## config.mk

```make
export PLATFORM = sky130hd
export DESIGN_NAME = fwd_hazard_ctrl
export DESIGN_NICKNAME = d
export VERILOG_FILES = /design/src/rtl/fwd_hazard_ctrl_pkg.sv /design/src/rtl/fwd_hazard_ctrl_fwd_match.sv /design/src/rtl/fwd_hazard_ctrl.sv
export SDC_FILE = /design/constraint.sdc
export NUM_CORES = 1
export LEC_CHECK = 0
export ABC_AREA = 1
export CELL_PAD_IN_SITES_DETAIL_PLACEMENT = 1
export CELL_PAD_IN_SITES_GLOBAL_PLACEMENT = 1
export CORE_UTILIZATION = 41
export CTS_BUF_LIST = sky130_fd_sc_hd__clkbuf_8
export CTS_CLUSTER_DIAMETER = 150
export DETAILED_ROUTE_END_ITERATION = 7
export PLACE_DENSITY_LB_ADDON = 0.1
export SLEW_MARGIN = 30
export SYNTH_ARGS = -nofsm -noshare
export SYNTH_HDL_FRONTEND = slang
export SYNTH_HIERARCHICAL = 1
export SYNTH_SLANG_ARGS = --single-unit
```

## constraint.sdc

```tcl
create_clock -name clk -period 4.4 [get_ports clk]
set_input_delay 0.66 -clock clk [delete_from_list [all_inputs] [get_ports clk]]
set_output_delay 0.66 -clock clk [all_outputs]
set_load 0.02 [all_outputs]
```

## src/rtl/fwd_hazard_ctrl_pkg.sv

```systemverilog
// -----------------------------------------------------------------------------
// fwd_hazard_ctrl_pkg
// Shared pipeline types for the forwarding / hazard control block.
//   NREG_W       : register-index width (x0 is hard-wired zero)
//   fwd_sel_t    : select encoding for the EX-stage 4:1 operand muxes
//   stage_tag_t  : shadow record of the instruction occupying EX
//   mem_tag_t    : reduced shadow record for the MEM stage
//   wb_tag_t     : reduced shadow record for the WB stage
// -----------------------------------------------------------------------------
package fwd_hazard_ctrl_pkg;

    localparam int NREG_W = 5;

    typedef enum logic [1:0] {
        FWD_RF    = 2'b00,
        FWD_EXMEM = 2'b01,
        FWD_MEMWB = 2'b10
    } fwd_sel_t;

    typedef struct packed {
        logic              valid;
        logic [NREG_W-1:0] rs1;
        logic [NREG_W-1:0] rs2;
        logic              use_rs1;
        logic              use_rs2;
        logic [NREG_W-1:0] rd;
        logic              regwrite;
        logic              is_load;
    } stage_tag_t;

    typedef struct packed {
        logic              valid;
        logic [NREG_W-1:0] rd;
        logic              regwrite;
        logic              is_load;
    } mem_tag_t;

    typedef struct packed {
        logic              valid;
        logic [NREG_W-1:0] rd;
        logic              regwrite;
    } wb_tag_t;

endpackage

```

## src/rtl/fwd_hazard_ctrl_fwd_match.sv

```systemverilog
// -----------------------------------------------------------------------------
// fwd_match
// Combinational tag comparator that picks the forwarding source for one
// EX-stage operand.
//   ex_use  : EX instruction actually reads this operand
//   ex_rs   : EX source register index for this operand
//   mem_tag : MEM shadow record
//   wb_tag  : WB shadow record
//   sel     : operand mux select (FWD_RF / FWD_EXMEM / FWD_MEMWB)
// -----------------------------------------------------------------------------
module fwd_match
    import fwd_hazard_ctrl_pkg::*;
(
    input  logic              ex_use,
    input  logic [NREG_W-1:0] ex_rs,
    input  mem_tag_t          mem_tag,
    input  wb_tag_t           wb_tag,
    output fwd_sel_t          sel
);

    logic operand_live;
    logic mem_hit;
    logic wb_hit;

    // A load in MEM has no data yet, so it is never a forwarding source;
    // the load-use stall guarantees the consumer meets it in WB instead.
    // MEM is checked first so the youngest producer wins a double match.
    always_comb begin
        operand_live = ex_use && (ex_rs != '0);
        mem_hit      = operand_live && mem_tag.valid && mem_tag.regwrite &&
                       !mem_tag.is_load && (mem_tag.rd == ex_rs);
        wb_hit       = operand_live && wb_tag.valid && wb_tag.regwrite &&
                       (wb_tag.rd == ex_rs);
        sel          = FWD_RF;
        if (mem_hit) begin
            sel = FWD_EXMEM;
        end else if (wb_hit) begin
            sel = FWD_MEMWB;
        end
    end

endmodule

```

## src/rtl/fwd_hazard_ctrl.sv

```systemverilog
// -----------------------------------------------------------------------------
// fwd_hazard_ctrl
// Control-side companion of the pipeline operand muxes. Keeps shadow copies of
// the register tags in EX/MEM/WB, produces the EX forwarding selects and the
// stall / bubble / flush / freeze controls, and counts stall cycles.
//   clk, rst          : clock, synchronous active-high reset
//   id_*              : tags of the instruction currently in ID
//   dmem_stall        : data memory not ready, freeze the whole pipe
//   ex_flush          : taken branch/jump resolved in EX this cycle
//   fwd_a_sel/_b_sel  : EX operand mux selects
//   hold_if_id        : hold PC and IF/ID
//   bubble_ex         : load a NOP into ID/EX
//   flush_if_id       : invalidate IF/ID
//   freeze_all        : hold every pipeline register
//   stall_cnt         : cycles with hold_if_id asserted (wraps)
// -----------------------------------------------------------------------------
module fwd_hazard_ctrl #(
    parameter int NREG_W = fwd_hazard_ctrl_pkg::NREG_W,
    parameter int CNT_W  = 32
) (
    input  logic              clk,
    input  logic              rst,
    input  logic              id_valid,
    input  logic [NREG_W-1:0] id_rs1,
    input  logic [NREG_W-1:0] id_rs2,
    input  logic              id_use_rs1,
    input  logic              id_use_rs2,
    input  logic [NREG_W-1:0] id_rd,
    input  logic              id_regwrite,
    input  logic              id_is_load,
    input  logic              dmem_stall,
    input  logic              ex_flush,
    output logic [1:0]        fwd_a_sel,
    output logic [1:0]        fwd_b_sel,
    output logic              hold_if_id,
    output logic              bubble_ex,
    output logic              flush_if_id,
    output logic              freeze_all,
    output logic [CNT_W-1:0]  stall_cnt
);

    import fwd_hazard_ctrl_pkg::*;

    stage_tag_t       ex_q, ex_d;
    mem_tag_t         mem_q, mem_d;
    wb_tag_t          wb_q, wb_d;
    logic [CNT_W-1:0] stall_cnt_q, stall_cnt_d;

    fwd_sel_t sel_a;
    fwd_sel_t sel_b;
    logic     load_use;

    fwd_match u_match_a (
        .ex_use  (ex_q.use_rs1),
        .ex_rs   (ex_q.rs1),
        .mem_tag (mem_q),
        .wb_tag  (wb_q),
        .sel     (sel_a)
    );

    fwd_match u_match_b (
        .ex_use  (ex_q.use_rs2),
        .ex_rs   (ex_q.rs2),
        .mem_tag (mem_q),
        .wb_tag  (wb_q),
        .sel     (sel_b)
    );

    assign fwd_a_sel = sel_a;
    assign fwd_b_sel = sel_b;
    assign stall_cnt = stall_cnt_q;

    // Load-use hazard: a load in EX whose result the ID instruction needs
    // cannot be forwarded in time, so the consumer must wait one cycle.
    always_comb begin
        load_use = ex_q.valid && ex_q.is_load && ex_q.regwrite &&
                   (ex_q.rd != '0) && id_valid &&
                   ((id_use_rs1 && (id_rs1 == ex_q.rd)) ||
                    (id_use_rs2 && (id_rs2 == ex_q.rd)));
    end

    // Control priority: a memory stall freezes everything, a flush kills the
    // wrong-path ID instruction (making any load-use stall moot), and only
    // then does a load-use hazard hold the front end.
    always_comb begin
        freeze_all  = 1'b0;
        hold_if_id  = 1'b0;
        bubble_ex   = 1'b0;
        flush_if_id = 1'b0;
        if (dmem_stall) begin
            freeze_all  = 1'b1;
        end else if (ex_flush) begin
            flush_if_id = 1'b1;
            bubble_ex   = 1'b1;
        end else if (load_use) begin
            hold_if_id  = 1'b1;
            bubble_ex   = 1'b1;
        end
    end

    // Shadow pipeline advance; a frozen pipe keeps every record in place.
    always_comb begin
        ex_d        = ex_q;
        mem_d       = mem_q;
        wb_d        = wb_q;
        stall_cnt_d = stall_cnt_q;
        if (!dmem_stall) begin
            wb_d.valid     = mem_q.valid;
            wb_d.rd        = mem_q.rd;
            wb_d.regwrite  = mem_q.regwrite;

            mem_d.valid    = ex_q.valid;
            mem_d.rd       = ex_q.rd;
            mem_d.regwrite = ex_q.regwrite;
            mem_d.is_load  = ex_q.is_load;

            ex_d.valid     = id_valid && !bubble_ex;
            ex_d.rs1       = id_rs1;
            ex_d.rs2       = id_rs2;
            ex_d.use_rs1   = id_use_rs1;
            ex_d.use_rs2   = id_use_rs2;
            ex_d.rd        = id_rd;
            ex_d.regwrite  = id_regwrite;
            ex_d.is_load   = id_is_load;
        end
        if (hold_if_id) begin
            stall_cnt_d = stall_cnt_q + CNT_W'(1);
        end
    end

    always_ff @(posedge clk) begin
        if (rst) begin
            ex_q        <= '0;
            mem_q       <= '0;
            wb_q        <= '0;
            stall_cnt_q <= '0;
        end else begin
            ex_q        <= ex_d;
            mem_q       <= mem_d;
            wb_q        <= wb_d;
            stall_cnt_q <= stall_cnt_d;
        end
    end

endmodule

```

==> results of run 1 <==
==> worst reg2reg max path: stages (launching register included) <==
cell and delay, ns:
dfxtp_1 0.43, ha_1 0.26, nand3_1 0.18, nor2_2 0.21
nand3_1 0.18, nor2_2 0.29, nand3b_1 0.12, nor2_1 0.15
nand2_1 0.08, nand2_1 0.07, nor2_1 0.04
==> cell usage in the layout, fill, tap and decap left out, types with 6 or more instances in the layout <==
cell type / count
a21oi_1: 23
clkbuf_8: 11
clkdlybuf4s50_1: 63
dfxtp_1: 67
inv_1: 70
inv_2: 15
nand2_1: 147
nand3_1: 31
nand4_1: 13
nor2_1: 127
nor2_2: 14
nor3_1: 6
o21ai_0: 40
==> registers in the layout (all words and copies together), names as in the netlist <==
name / cells
stall_cnt: 32
ex_q: 20
mem_q: 8
wb_q: 7
==> final cells by class <==
type,count,share of cell area (%)
Clock buffer,11,3.26
Multi-Input combinational cell,432,42.6
Sequential cell,67,28.9
Timing Repair Buffer,67,14.2
Tap cell,108,2.91
Inverter,86,6.96
Clock inverter,4,1.08
==> how the worst max path moves through the flow <==
| stage | from | end | slack [ns] |
|---|---|---|---|
| after floorplan | dmem_stall | hold_if_id | 2.19 |
| after global placement | id_rs1[3] | hold_if_id | 1.08 |
| after detailed placement | id_rs1[3] | hold_if_id | 1.02 |
| after CTS | id_rs1[3] | hold_if_id | 1.00 |
| after global routing | id_rs2[2] | hold_if_id | 0.87 |
| final | id_rs1[3] | hold_if_id | 0.99 |
==> synth_stat cells, types with 6 or more instances <==
master,count,area share (%)
nand2_1,147,15
nor2_1,127,13
inv_1,71,7.1
dfxtp_1,67,36
o21ai_0,40,5.3
nand3_1,31,4.1
a21oi_1,23,3.1
inv_2,14,1.4
nor2_2,14,2.3
clkbuf_1,13,1.3
nand4_1,13,2.2
nor3_1,6,0.80
==> report_power, final <==
part           switching [mW]  total (mW)  internal [mW]
clock network           0.246       0.535          0.289
registers              0.0276       0.655          0.627
logic                  0.0875       0.149         0.0611
total                   0.361        1.34          0.977
==> per-stage QoR <==
| stage | util (%) | cells |
|---|---|---|
| final | 52.9 | 775 |
| after global routing | 52.9 | 775 |
| after CTS | 52.9 | 775 |
| after detailed placement | 50.6 | 760 |
| after global placement | 50.6 | 760 |
| after floorplan | - | 605 |
==> routing by layer <==
layer,track usage [%],vias to the layer above,wire length (um)
met3,3.53,11,293
met5,0,-,0
met2,46.6,51,5760
met4,5.88,0,132
li1,-,1982,-
met1,27.5,1849,4930
==> cell families (layout without fill, tap and decap cells) <==
kind of cell / count (synthesis) / after routing
XOR/XNOR: 5 / 5
AO/OA/AOI/OAI: 76 / 76
flip-flops: 67 / 67
AND/OR/NAND/NOR: 350 / 350
adder cells (fa/ha/maj): 1 / 1
buffers and inverters: 106 / 168
==> metrics.yaml, run 1 <==
grt_pass1_vias: 4079
cp-end-kind: "output port"
cts_setup_buffers: 0
routed_wl_mm: 11.1
yosysUniqueCellTypes: 28
cts_tree: "done"
synth-simple-area-share_pct: 39.7
yosysWarnings: 6
cts_hold_buf: 0
grt_max_degree: 44
hold_start: "ex_q[19]$_SDFFE_PP0N_"
skew_ns: 0.0152
worstMarginPinSlew_ns: 0.660
synth_seq_area_share_pct: 35.8
crit_type: "in -> out"
cts_buffers: 9
ys_ff_latch: 67
holdPathEnd: "ex_q[19]$_SDFFE_PP0N_"
antenna_found_initial: 0
startpoint_type: "primary input"
hold_class: "reg -> reg"
peakVddDrop_mv: 0.128
setup_viol: 0
ant_nets: 0
multi_input_area_um2: 1980
regArea_um2: 1340
drt_iter0_drc: 73
num_vias: 3893
gp_congestion: 0.822
clock-root-buffer: "clkbuf_8"
dr.pass1.iters: 4
dpl_cell_area_um2: 4440
slew_headroom_pct: 55.9
grt_pass1_wl_mm: 18.8
cp_cell_sequence: "clkdlybuf4s50_1 -> inv_1 -> nand2_1 -> nand2_1 -> nor2_1 -> nand3_1 -> nand2_4 -> nand2_2 -> nor2_2 -> buf_4 -> clkdlybuf4s50_1"
synth_flop_cell: "dfxtp_1"
holdPathStages: 2
clock.fmax_mhz: 293
synthMuxAreaShare_pct: 0
synthAdderAreaFrac_pct: 0.334
gr-total-overflow: 0
fin_ws_ns: 0.989
dpl.hpwl_mm: 8.12
htree_num_levels: 3
die_w_um: 97.6
crit_cells: 11
synth_top_family_by_area: "simple AND/OR/NAND/NOR gates"
via_per_inst: 5.02
holdWs_ns: 0.494
cellLeakagePower_nw: 1.90
netlist_instances: 605
synth_area_um2: 3750
cp.arrival_ns: 2.75
crit_path_max_fanout: 12
wl_per_cell_um: 14.3
p_per_area_nw_per_um2: 289
total_power_mw: 1.34
core_um2: 8760
syn_area_per_cell_um2: 6.19
row_count: 34
clk_latency_ns: 0.35
initial_core_util_pct: 42.7
dp_worst_setup_slack_ns: 1.02
status: "finished clean"
cts.sinks: 67
timing.rr.end: "stall_cnt[28]$_SDFFE_PP0P_"
max_stage_delay_ns: 0.63
crit_required_ns: 3.74
cpMaxStageDelayCell: "clkdlybuf4s50_1"
synth_xor_area_share_pct: 1.17
drv_slew: 0
die_h_um: 97.6
io_buffers: 63
setup_tns_ns: 0
synth_compound_area_share_pct: 11.6
r2r_slack_ns: 2.29
hold_viol: 0
clock_path_buffers: 2
period_minus_slack_ns: 3.41
nFillCells: 1217
synthArstFlopShare_pct: 0
die_area_um2: 9520
crit_buf_inv: 4
synth-edff-count: 0
fin_nets: 688
cts_resized: 0
crit_family: "buffers and inverters"
grtUsageTotal_pct: 24.2
rr_startpoint: "stall_cnt[0]$_SDFFE_PP0P_"
rsz0062_at_grt: "false"
drcViolationCount: 0
reg2reg_depth: 10
finalCritPeriodShare_pct: 77.5
area_delta_synth_final_pct: 23.8
io_pins: 64
drive_gt1_share_pct: 9.75
clk_pin_slew_ns: 0.07
drv_cap: 0
synth_nets: 630
fin_area_um2: 4640
antenna_cells: 0
Note: power is estimated with default switching activity, not from simulation.
==> run 2, diff against run 1 <==
--- a/config.mk
+++ b/config.mk
@@ -8,7 +8,7 @@
 export ABC_AREA = 1
 export CELL_PAD_IN_SITES_DETAIL_PLACEMENT = 1
 export CELL_PAD_IN_SITES_GLOBAL_PLACEMENT = 1
-export CORE_UTILIZATION = 41
+export CORE_UTILIZATION = 38
 export CTS_BUF_LIST = sky130_fd_sc_hd__clkbuf_8
 export CTS_CLUSTER_DIAMETER = 150
 export DETAILED_ROUTE_END_ITERATION = 7
==> constraint.sdc (replaced) <==
create_clock -name clk -period 3.21 [get_ports clk]
set_input_delay 0.4815 -clock clk [delete_from_list [all_inputs] [get_ports clk]]
set_output_delay 0.4815 -clock clk [all_outputs]
set_load 0.02 [all_outputs]
==> metrics.yaml, run 2 (synthesis gave the netlist of run 1 again) <==
period_minus_slack_ns: 2.90
cts_tree: "done"
die_w_um: 101  # +3.8%
fin_ws_ns: 0.312  # -0.677 ns
drv_slew: 0  # unchanged
gp_congestion: 0.839  # +2.1%
area_delta_synth_final_pct: 25.4
hold_viol: 0  # unchanged
drcViolationCount: 0  # unchanged
dr.pass1.iters: 4  # unchanged
startpoint_type: "primary input"
clock_path_buffers: 2  # unchanged
holdPathStages: 2  # unchanged
crit_required_ns: 2.73  # -1.01 ns
cts.sinks: 67  # unchanged
clk_pin_slew_ns: 0.07  # about the same
row_count: 35  # +2.9%
final_common_cell: "nand2_1"
cts_hold_buf: 0  # unchanged
cts_resized: 0  # unchanged
antenna_cells: 0  # unchanged
reg2reg_depth: 10  # unchanged
core_um2: 9420  # +7.4%
grt_pass1_wl_mm: 19.2  # +2.1%
die_area_um2: 10300  # +7.7%
nFillCells: 1268  # +4.2%
io_buffers: 63  # unchanged
peakVddDrop_mv: 0.195  # +53%
fin_nets: 689  # +0.15%
cp-end-kind: "output port"
finalCritPeriodShare_pct: 90.3
drive_gt1_share_pct: 10.0  # +0.27 points
clock-root-buffer: "clkbuf_8"
clock.fmax_mhz: 345
routed_wl_mm: 11.3  # +1.7%
cts_buffers: 9  # unchanged
hold_class: "reg -> reg"
fin_area_um2: 4700  # +1.3%
crit_type: "in -> out"
ant_nets: 0  # unchanged
setup_tns_ns: 0  # unchanged
drv_cap: 0  # unchanged
dp_worst_setup_slack_ns: 0.291  # -0.728 ns
rsz0062_at_grt: "false"
crit_path_max_fanout: 10  # -2
io_pins: 64  # unchanged
grt_max_degree: 44  # unchanged
setup_viol: 0  # unchanged
drt_iter0_drc: 64  # -12%
cts_setup_buffers: 0  # unchanged
cp.arrival_ns: 2.42  # -0.33 ns
clk_latency_ns: 0.35  # about the same
via_per_inst: 4.99  # -0.66%
status: "finished clean"
grtUsageTotal_pct: 23.9  # -0.32 points
num_vias: 3982  # +2.3%
gr-total-overflow: 0  # unchanged
p_per_area_nw_per_um2: 407  # +41%
largest_reg_flops: 32  # unchanged
dpl.hpwl_mm: 8.38  # +3.2%
cellLeakagePower_nw: 1.91  # +0.84%
holdWs_ns: 0.494  # +0.0000690 ns
grt_pass1_vias: 4134  # +1.3%
dpl_cell_area_um2: 4470  # +0.76%
wl_per_cell_um: 14.2  # -1.3%
layout_common_cells: "nand2_1 (147), nor2_1 (127), inv_1 (70), dfxtp_1 (67), clkdlybuf4s50_1 (63)"
die_h_um: 101  # +3.8%
slew_headroom_pct: 56.6  # +0.61 points
htree_num_levels: 3  # unchanged
initial_core_util_pct: 39.8  # -3.0 points
skew_ns: 0.0100  # -0.00511 ns
antenna_found_initial: 0  # unchanged
worstMarginPinSlew_ns: 0.651  # -0.00918 ns
==> run 2: changes by cell type in the layout (fill, tap and decap cells not counted), sizes merged <==
cell and change:
buf +1, clkinv +1, bufinv +1, clkbuf -1
==> run 2: metal layers <==
metal,GRT usage (%),routed length (um)
met1,27.6,5000
met4,9.59,276
met2,44.4,5740
met3,2.97,280
met5,0,0
==> run 2: worst max-delay path, stage by stage <==
cell and delay [ns]:
clkdlybuf4s50_1 0.48, inv_1 0.06, nand2_1 0.06, nand2_1 0.05
nor2_1 0.10, nand3_1 0.12, nand2_4 0.16, nand2_2 0.09
a21oi_1 0.17, clkdlybuf4s50_1 0.63
==> run 2: metrics by stage <==
step	cells	power [mW]	util, %
global route	798	2.00	49.9
floorplan	605	1.04	-
CTS	798	1.92	49.9
detailed placement	782	1.12	47.5
finish	798	1.91	49.9
global placement	782	1.11	47.5
==> run 2: cell type report <==
class / count / area [um2] / area share [%]
well taps: 129 / 161 / 3.44
repair buffers: 68 / 668 / 14.2
multi-input cells: 432 / 1980 / 42.1
clock inverters: 6 / 88.8 / 1.89
inverters: 86 / 323 / 6.87
clock buffers: 10 / 138 / 2.93
flip-flops and latches: 67 / 1340 / 28.6
==> run 2: worst paths after layout <==
check	start	to	slack, ns
worst max-delay path	id_rs1[2]	bubble_ex	0.31
worst min-delay path	ex_q[19]$_SDFFE_PP0N_	ex_q[19]$_SDFFE_PP0N_	0.49
worst max register to register	stall_cnt[0]$_SDFFE_PP0P_	stall_cnt[28]$_SDFFE_PP0P_	1.04
worst min register to register	ex_q[19]$_SDFFE_PP0N_	ex_q[19]$_SDFFE_PP0N_	0.49
==> run 2: power breakdown <==
group | switching, mW | internal [mW] | leakage (nW)
combinational | 0.117 | 0.0844 | 1.26
clock | 0.352 | 0.458 | 0.108
sequential | 0.0384 | 0.860 | 0.548
